===== src/rtl/ines_loader_if.sv =====
// ines_loader_if: download stream into the loader, ROM write port and cart status out of it
//   master : download source (drives dl_*, observes rom_*/status)
//   slave  : loader (consumes dl_*, drives rom_*/status)
interface ines_loader_if;
  logic        dl_start;
  logic        dl_wr;
  logic [7:0]  dl_data;
  logic        dl_done;
  logic        rom_wr;
  logic [21:0] rom_addr;
  logic [7:0]  rom_data;
  logic [31:0] flags;
  logic        hdr_valid;
  logic        load_done;
  logic        load_err;
  modport master (
    output dl_start, dl_wr, dl_data, dl_done,
    input  rom_wr, rom_addr, rom_data, flags, hdr_valid, load_done, load_err
  );
  modport slave (
    input  dl_start, dl_wr, dl_data, dl_done,
    output rom_wr, rom_addr, rom_data, flags, hdr_valid, load_done, load_err
  );
endinterface


===== src/rtl/ines_loader.sv =====
// ines_loader: parses an iNES byte stream, writes PRG/CHR bytes to ROM and publishes cart flags
//   clk     : system clock
//   reset_n : asynchronous active-low reset
//   bus     : slave side of ines_loader_if (dl_* stream in; rom_wr/rom_addr/rom_data, flags, hdr_valid, load_done, load_err out)
module ines_loader (
  input logic          clk,
  input logic          reset_n,
  ines_loader_if.slave bus
);
  typedef enum logic [2:0] {S_IDLE, S_HEADER, S_TRAINER, S_PRG, S_CHR, S_DONE, S_ERROR} state_t;
  state_t      r_state, w_next;
  logic [21:0] r_off, w_off, w_off_inc, w_addr, w_prg_size, w_chr_size;
  logic [3:0]  r_hidx, w_hidx;
  logic [7:0]  r_prg16, r_chr8, r_b6, w_magic, w_mapper;
  logic [7:2]  r_b7;
  logic        r_tail_nz, w_tail_nz, w_active, w_cap, w_wr, w_hdr_ok;
  logic [2:0]  w_prg_lg, w_chr_lg;
  logic        r_rom_wr, r_hdr_valid, r_load_done, r_load_err;
  logic [21:0] r_rom_addr;
  logic [7:0]  r_rom_data;
  logic [31:0] r_flags;

  // ceil(log2(n)) for the legal size range 0..128
  function automatic logic [2:0] clog2_8(input logic [7:0] n);
    clog2_8 = 3'd0;
    for (int i = 0; i < 7; i++) if ((8'd1 << i) < n) clog2_8 = 3'(i + 1);
  endfunction

  assign w_off_inc  = r_off + 22'd1;
  assign w_prg_size = {r_prg16, 14'd0};
  assign w_chr_size = {1'b0, r_chr8, 13'd0};
  assign w_active   = r_state inside {S_HEADER, S_TRAINER, S_PRG, S_CHR};
  assign w_cap      = bus.dl_wr & ~bus.dl_start & ~bus.dl_done & (r_state == S_HEADER);
  assign w_magic    = (r_hidx == 4'd0) ? 8'h4E : (r_hidx == 4'd1) ? 8'h45 : (r_hidx == 4'd2) ? 8'h53 : 8'h1A;
  // byte 15 is still on the bus when the header completes, so fold it in here
  assign w_tail_nz  = r_tail_nz | (bus.dl_data != 8'd0);
  // garbage in bytes 12-15 of an old-style header invalidates the upper mapper nibble
  assign w_mapper   = (r_b7[3:2] != 2'b10 && w_tail_nz) ? {4'h0, r_b6[7:4]} : {r_b7[7:4], r_b6[7:4]};
  assign w_prg_lg   = clog2_8(r_prg16);
  assign w_chr_lg   = clog2_8(r_chr8);

  always_ff @(posedge clk or negedge reset_n) begin
    if (!reset_n) r_state <= S_IDLE;
    else r_state <= w_next;
  end

  always_comb begin
    w_next   = r_state;
    w_off    = r_off;
    w_hidx   = r_hidx;
    w_wr     = 1'b0;
    w_hdr_ok = 1'b0;
    w_addr   = r_off;
    if (bus.dl_start) begin
      w_next = S_HEADER;
      w_off  = '0;
      w_hidx = '0;
    end else if (bus.dl_done && w_active) begin
      w_next = S_ERROR;
    end else if (bus.dl_wr) begin
      case (r_state)
        S_HEADER: begin
          w_hidx = r_hidx + 4'd1;
          if (r_hidx < 4'd4 && bus.dl_data != w_magic) w_next = S_ERROR;
          else if (r_hidx == 4'd15) begin
            if (r_prg16 == 8'd0 || r_prg16 > 8'd128 || r_chr8 > 8'd128) w_next = S_ERROR;
            else begin
              w_hdr_ok = 1'b1;
              w_next   = r_b6[2] ? S_TRAINER : S_PRG;
              w_off    = '0;
            end
          end
        end
        S_TRAINER: begin
          w_off = w_off_inc;
          if (w_off_inc == 22'd512) begin
            w_next = S_PRG;
            w_off  = '0;
          end
        end
        S_PRG: begin
          w_wr  = 1'b1;
          w_off = w_off_inc;
          if (w_off_inc == w_prg_size) begin
            w_next = (r_chr8 != 8'd0) ? S_CHR : S_DONE;
            w_off  = '0;
          end
        end
        S_CHR: begin
          w_wr   = 1'b1;
          w_addr = 22'h200000 + r_off;
          w_off  = w_off_inc;
          if (w_off_inc == w_chr_size) begin
            w_next = S_DONE;
            w_off  = '0;
          end
        end
        default: ;
      endcase
    end
  end

  always_ff @(posedge clk or negedge reset_n) begin
    if (!reset_n) begin
      r_off       <= '0;
      r_hidx      <= '0;
      r_prg16     <= '0;
      r_chr8      <= '0;
      r_b6        <= '0;
      r_b7        <= '0;
      r_tail_nz   <= 1'b0;
      r_flags     <= '0;
      r_hdr_valid <= 1'b0;
      r_load_done <= 1'b0;
      r_load_err  <= 1'b0;
      r_rom_wr    <= 1'b0;
      r_rom_addr  <= '0;
      r_rom_data  <= '0;
    end else begin
      r_off  <= w_off;
      r_hidx <= w_hidx;
      if (w_cap && r_hidx == 4'd4) r_prg16 <= bus.dl_data;
      if (w_cap && r_hidx == 4'd5) r_chr8 <= bus.dl_data;
      if (w_cap && r_hidx == 4'd6) r_b6 <= bus.dl_data;
      if (w_cap && r_hidx == 4'd7) r_b7 <= bus.dl_data[7:2];
      r_tail_nz <= bus.dl_start ? 1'b0 : (w_cap && r_hidx >= 4'd12) ? w_tail_nz : r_tail_nz;
      if (w_hdr_ok) r_flags <= {14'd0, r_b6[1], r_b6[3], r_chr8 == 8'd0, r_b6[0], w_chr_lg, w_prg_lg, w_mapper};
      r_hdr_valid <= w_hdr_ok | (r_hdr_valid & ~bus.dl_start & (w_next != S_ERROR));
      r_load_done <= w_next == S_DONE;
      r_load_err  <= w_next == S_ERROR;
      r_rom_wr    <= w_wr;
      if (w_wr) begin
        r_rom_addr <= w_addr;
        r_rom_data <= bus.dl_data;
      end
    end
  end

  assign bus.rom_wr    = r_rom_wr;
  assign bus.rom_addr  = r_rom_addr;
  assign bus.rom_data  = r_rom_data;
  assign bus.flags     = r_flags;
  assign bus.hdr_valid = r_hdr_valid;
  assign bus.load_done = r_load_done;
  assign bus.load_err  = r_load_err;
endmodule

===== src/flat_wrapper.sv =====
// flat-port wrapper written by rule: the top's interface ports become plain ports
module ines_loader_flat 
  (clk, reset_n, bus_dl_start, bus_dl_wr, bus_dl_data, bus_dl_done, bus_rom_wr, bus_rom_addr, bus_rom_data, bus_flags, bus_hdr_valid, bus_load_done, bus_load_err);
  ines_loader_if bus_i ();
  input logic clk;
  input logic reset_n;
  input wire logic [$bits(bus_i.dl_start)-1:0] bus_dl_start;
  input wire logic [$bits(bus_i.dl_wr)-1:0] bus_dl_wr;
  input wire logic [$bits(bus_i.dl_data)-1:0] bus_dl_data;
  input wire logic [$bits(bus_i.dl_done)-1:0] bus_dl_done;
  output wire logic [$bits(bus_i.rom_wr)-1:0] bus_rom_wr;
  output wire logic [$bits(bus_i.rom_addr)-1:0] bus_rom_addr;
  output wire logic [$bits(bus_i.rom_data)-1:0] bus_rom_data;
  output wire logic [$bits(bus_i.flags)-1:0] bus_flags;
  output wire logic [$bits(bus_i.hdr_valid)-1:0] bus_hdr_valid;
  output wire logic [$bits(bus_i.load_done)-1:0] bus_load_done;
  output wire logic [$bits(bus_i.load_err)-1:0] bus_load_err;
  assign bus_i.dl_start = bus_dl_start;
  assign bus_i.dl_wr = bus_dl_wr;
  assign bus_i.dl_data = bus_dl_data;
  assign bus_i.dl_done = bus_dl_done;
  assign bus_rom_wr = bus_i.rom_wr;
  assign bus_rom_addr = bus_i.rom_addr;
  assign bus_rom_data = bus_i.rom_data;
  assign bus_flags = bus_i.flags;
  assign bus_hdr_valid = bus_i.hdr_valid;
  assign bus_load_done = bus_i.load_done;
  assign bus_load_err = bus_i.load_err;
  ines_loader u_core (.clk(clk), .reset_n(reset_n), .bus(bus_i));
endmodule

===== config.mk =====
export PLATFORM = sky130hd
export DESIGN_NAME = ines_loader_flat
export DESIGN_NICKNAME = d
export VERILOG_FILES = /design/src/rtl/ines_loader_if.sv /design/src/rtl/ines_loader.sv /design/src/flat_wrapper.sv
export SDC_FILE = /design/constraint.sdc
export NUM_CORES = 1
export LEC_CHECK = 0
export CAP_MARGIN = 20
export CORE_MARGIN = 2
export CORE_UTILIZATION = 58
export CTS_BUF_LIST = sky130_fd_sc_hd__clkbuf_8
export DETAILED_ROUTE_END_ITERATION = 10
export GPL_TIMING_DRIVEN = 0
export HOLD_SLACK_MARGIN = 0.02
export PLACE_DENSITY = 0.82
export SLEW_MARGIN = 20
export SYNTH_ARGS = -nofsm -noshare
export SYNTH_HDL_FRONTEND = slang
export SYNTH_SLANG_ARGS = --single-unit

===== constraint.sdc =====
create_clock -name clk -period 3.8 [get_ports clk]
set_input_delay 0.38 -clock clk [delete_from_list [all_inputs] [get_ports clk]]
set_output_delay 0.38 -clock clk [all_outputs]
set_load 0.03 [all_outputs]

==> flow_metrics.py <==
metrics = {
    "status": {
        "status": "completed",
    },
    "floorplanning": {
        "coreArea_um2": 11370,
        "die_x_um": 111.7,
        "dieArea_um2": 12480,
        "die_h_um": 111.7,
        "initial_core_util_pct": 59.17,
        "rows": 39,
        "ioPinCount": 79,
    },
    "yosys": {
        "synth_edf_count": 0,
        "synth_cell_types": 76,
        "ys_seq_area_share_pct": 41.66,
        "ys_warn_count": 0,
        "synth.ff_latch_count": 112,
        "synth_flop_cell": "dfrtp_1",
        "syn_inst": 728,
        "syn_area_um2": 6728,
        "async_flop_share_pct": 100.0,
        "syn_avg_cell_area_um2": 9.241,
    },
    "cells_and_area": {
        "multi_input_area_um2": 3553,
        "final_core_util_pct": 68.85,
        "fillers": 884,
        "layout-drive-gt1-share_pct": 13.38,
        "area.growth.synth_to_final_pct": 16.35,
        "antenna_cells": 0,
        "final_nets": 835,
        "ff_latch_area_um2": 2803,
    },
    "grt": {
        "antenna_found_initial": 0,
        "overflow": 0,
        "grtUsageMet3_pct": 4.409,
        "gr-usage-all-layers_pct": 29.75,
        "grtUsageMet1_pct": 41.87,
        "met2_usage_pct": 46.63,
        "gr-max-usage-layer": "met2",
        "grt_pass1_wl_mm": 29.62,
        "grt_max_degree": 86,
        "first_global_vias": 5673,
    },
    "placement": {
        "gp_congestion": 0.9588,
        "post-dp-hpwl_mm": 13.45,
        "portBuffers": 63,
        "pre_cts_slack_ns": 0.2717,
    },
    "setup_path": {
        "r2r-start": "u_core.r_off[1]$_DFFE_PN0P_",
        "end_kind": "flop",
        "path_max_fanout": 10,
        "cp.arrival_ns": 3.91,
        "slowest_delay_ns": 0.56,
        "path_class": "reg2reg",
        "required_ns": 4.09,
        "worstSetupStartpoint": "u_core.r_off[1]$_DFFE_PN0P_",
        "crit_chain": "ha_1 > nand4_4 > nor2_1 > nand4_1 > a2111oi_4 > and3_1 > nand4_2 > o211ai_4 > buf_4 > a21oi_2 > a211o_1",
        "critPathLaunchType": "flop",
        "critical_path_buf_inv_count": 1,
        "crit_family": "compound AO/OA/AOI/OAI gates",
        "slowest_stage": "dfrtp_1",
        "reg2reg_setup_slack_ns": 0.18,
    },
    "timing": {
        "period_share_pct": 95.39,
        "layout_setup_ws_ns": 0.1753,
        "hold_viol": 0,
        "drv_slew": 0,
        "max_freq_mhz": 275.9,
        "tightest_slew_ns": 1.015,
        "finalClockSkew_ns": 0.008083,
        "relSlewSlack_pct": 31.79,
        "finalSetupViolations": 0,
        "fin_crit_ns": 3.625,
        "rsz0062_at_grt": "no",
    },
    "clocking": {
        "cts.sinks": 112,
        "clk_path_buf_depth": 2,
        "ctsHtreeMaxLevel": 3,
        "cts_tree": "yes",
        "clock_latency_ns": 0.39,
        "cts_made_buffers": 9,
        "cts_root_buf": "clkbuf_8",
        "path_clk_slew_ns": 0.11,
    },
    "routing": {
        "drc": 0,
        "routed_wl_mm": 18.47,
        "viasPerCell": 6.199,
        "dr.pass1.iters": 6,
        "drtAntennaViolNets": 0,
        "vias": 5982,
        "wl_per_cell_um": 19.13,
        "first_iter_violations": 475,
    },
    "power_and_ir_drop": {
        "powerDensity_nw_per_um2": 315.2,
        "irDropWorstVdd_mv": 0.4011,
        "p_leak_nw": 3.613,
    },
    "flow_run": {
        "drv_cap": 0,
    },
    "worst_hold_path": {
        "hp-class": "in2async",
    },
}
layer usage:
layer  up-vias  wire [µm]
met1      2940       8147
met5         -          0
met3        48       1224
met4         0        493
li1       2746          -
met2       248       8600
synthesized netlist by cell type, types with 10 or more instances:
| library cell | number | share of area [%] |
|---|---|---|
| dfrtp_1 | 112 | 42 |
| nor3_1 | 13 | 0.97 |
| a21oi_1 | 24 | 1.8 |
| nand3_1 | 27 | 2.0 |
| nor2_1 | 34 | 1.9 |
| xor2_1 | 12 | 1.6 |
| nand2_1 | 135 | 7.5 |
| buf_4 | 22 | 2.5 |
| clkbuf_1 | 36 | 2.0 |
| mux2_2 | 35 | 5.9 |
| inv_1 | 10 | 0.56 |
| xnor2_1 | 22 | 2.9 |
| buf_2 | 11 | 0.82 |
| nand2b_1 | 11 | 1.0 |
| o21ai_0 | 31 | 2.3 |
registers in the layout, summed over array words and instances, names as in the netlist:
register              count
u_core.bus.rom_data       8
u_core.r_off             22
u_core.bus.hdr_valid      1
u_core.bus.load_err       1
u_core.r_b7               6
u_core.r_chr8             8
u_core.r_state            3
u_core.bus.rom_wr         1
u_core.r_hidx             4
u_core.bus.flags         18
u_core.r_prg16            8
u_core.bus.rom_addr      22
u_core.bus.load_done      1
u_core.r_tail_nz          1
u_core.r_b6               8
worst reg2reg max path, delay by kind of cell (launching register included):
kind,cells,cell delay (ns)
flops,1,0.56
buf+inv,1,0.30
fa+ha+maj,1,0.37
compound gates,4,1.25
simple gates,5,1.04
logic make-up (layout without fill, tap and decap cells):
logic type	count (synthesis)	in the layout	share of synthesized area, %
AO/OA/AOI/OAI	149	149	16.01
XOR/XNOR	36	36	5.096
adder cells (fa/ha/maj)	5	5	0.9299
buffers and inverters	86	167	6.342
flip-flops	112	112	41.66
multiplexers	40	40	6.602
other	1	14	0.05574
AND/OR/NAND/NOR	299	299	23.30
layout make-up:
cell class,instances,area share (%)
plain buffers,75,4.923
flip-flops and latches,112,35.81
clock inverters,5,0.5754
inverters,11,0.5275
clock buffers,11,1.934
well taps,143,2.286
repair buffers,65,8.552
multi-input cells,543,45.40
layout by cell type, fill, tap and decap left out, drive strengths merged, types with 6 or more instances in the layout:
cell	n
nor3	14
nor2b	6
or3	8
nand4	15
buf	41
nor2	34
a22oi	8
xnor2	22
inv	14
a21o	9
nor4	9
nand2	136
mux2	35
and3	6
and4	8
a31oi	9
nand2b	11
clkdlybuf4s50	62
nand3	27
conb	14
a21oi	25
o21ai	33
xor2	12
clkbuf	47
dfrtp	112
power breakdown:
group / internal, mW / leakage, nW / total [mW] / switching [mW]
registers: 1.25 / 1.55 / 1.28 / 0.0327
logic: 0.163 / 1.96 / 0.455 / 0.292
clock network: 0.288 / 0.104 / 0.733 / 0.445
worst paths after layout:
kind	cells after the start	to
min	2	u_core.bus.rom_wr$_DFF_PN0_
min in group clk	3	u_core.bus.rom_data[3]$_DFFE_PN0P_
max in group asynchronous	3	u_core.r_state[1]$_DFF_PN0_
min reg2reg	2	u_core.bus.rom_addr[0]$_DFFE_PN0P_
max reg2reg	11	u_core.r_off[5]$_DFFE_PN0P_
max	11	u_core.r_off[5]$_DFFE_PN0P_
through the flow:
stage	hold WS (ns)	area, µm²	TNS (ns)	cells	power [mW]
final	0.4012	7828	0	965	2.467
after global routing	0.4110	7828	0	965	2.552
after CTS	0.4038	7821	0	965	2.472
after detailed placement	0.2759	7615	0	948	1.753
after global placement	0.4584	7586	-193.82	947	1.737
after floorplan	0.08441	6777	0	741	1.555
timing repair:
item	CTS	global route
resized for setup	0	1
endpoints found under the setup margin	0	12
setup buffers	0	0
endpoints found under the hold margin	27	0
hold buffers	1	0
No activity file was read; power rests on OpenSTA's default activity.
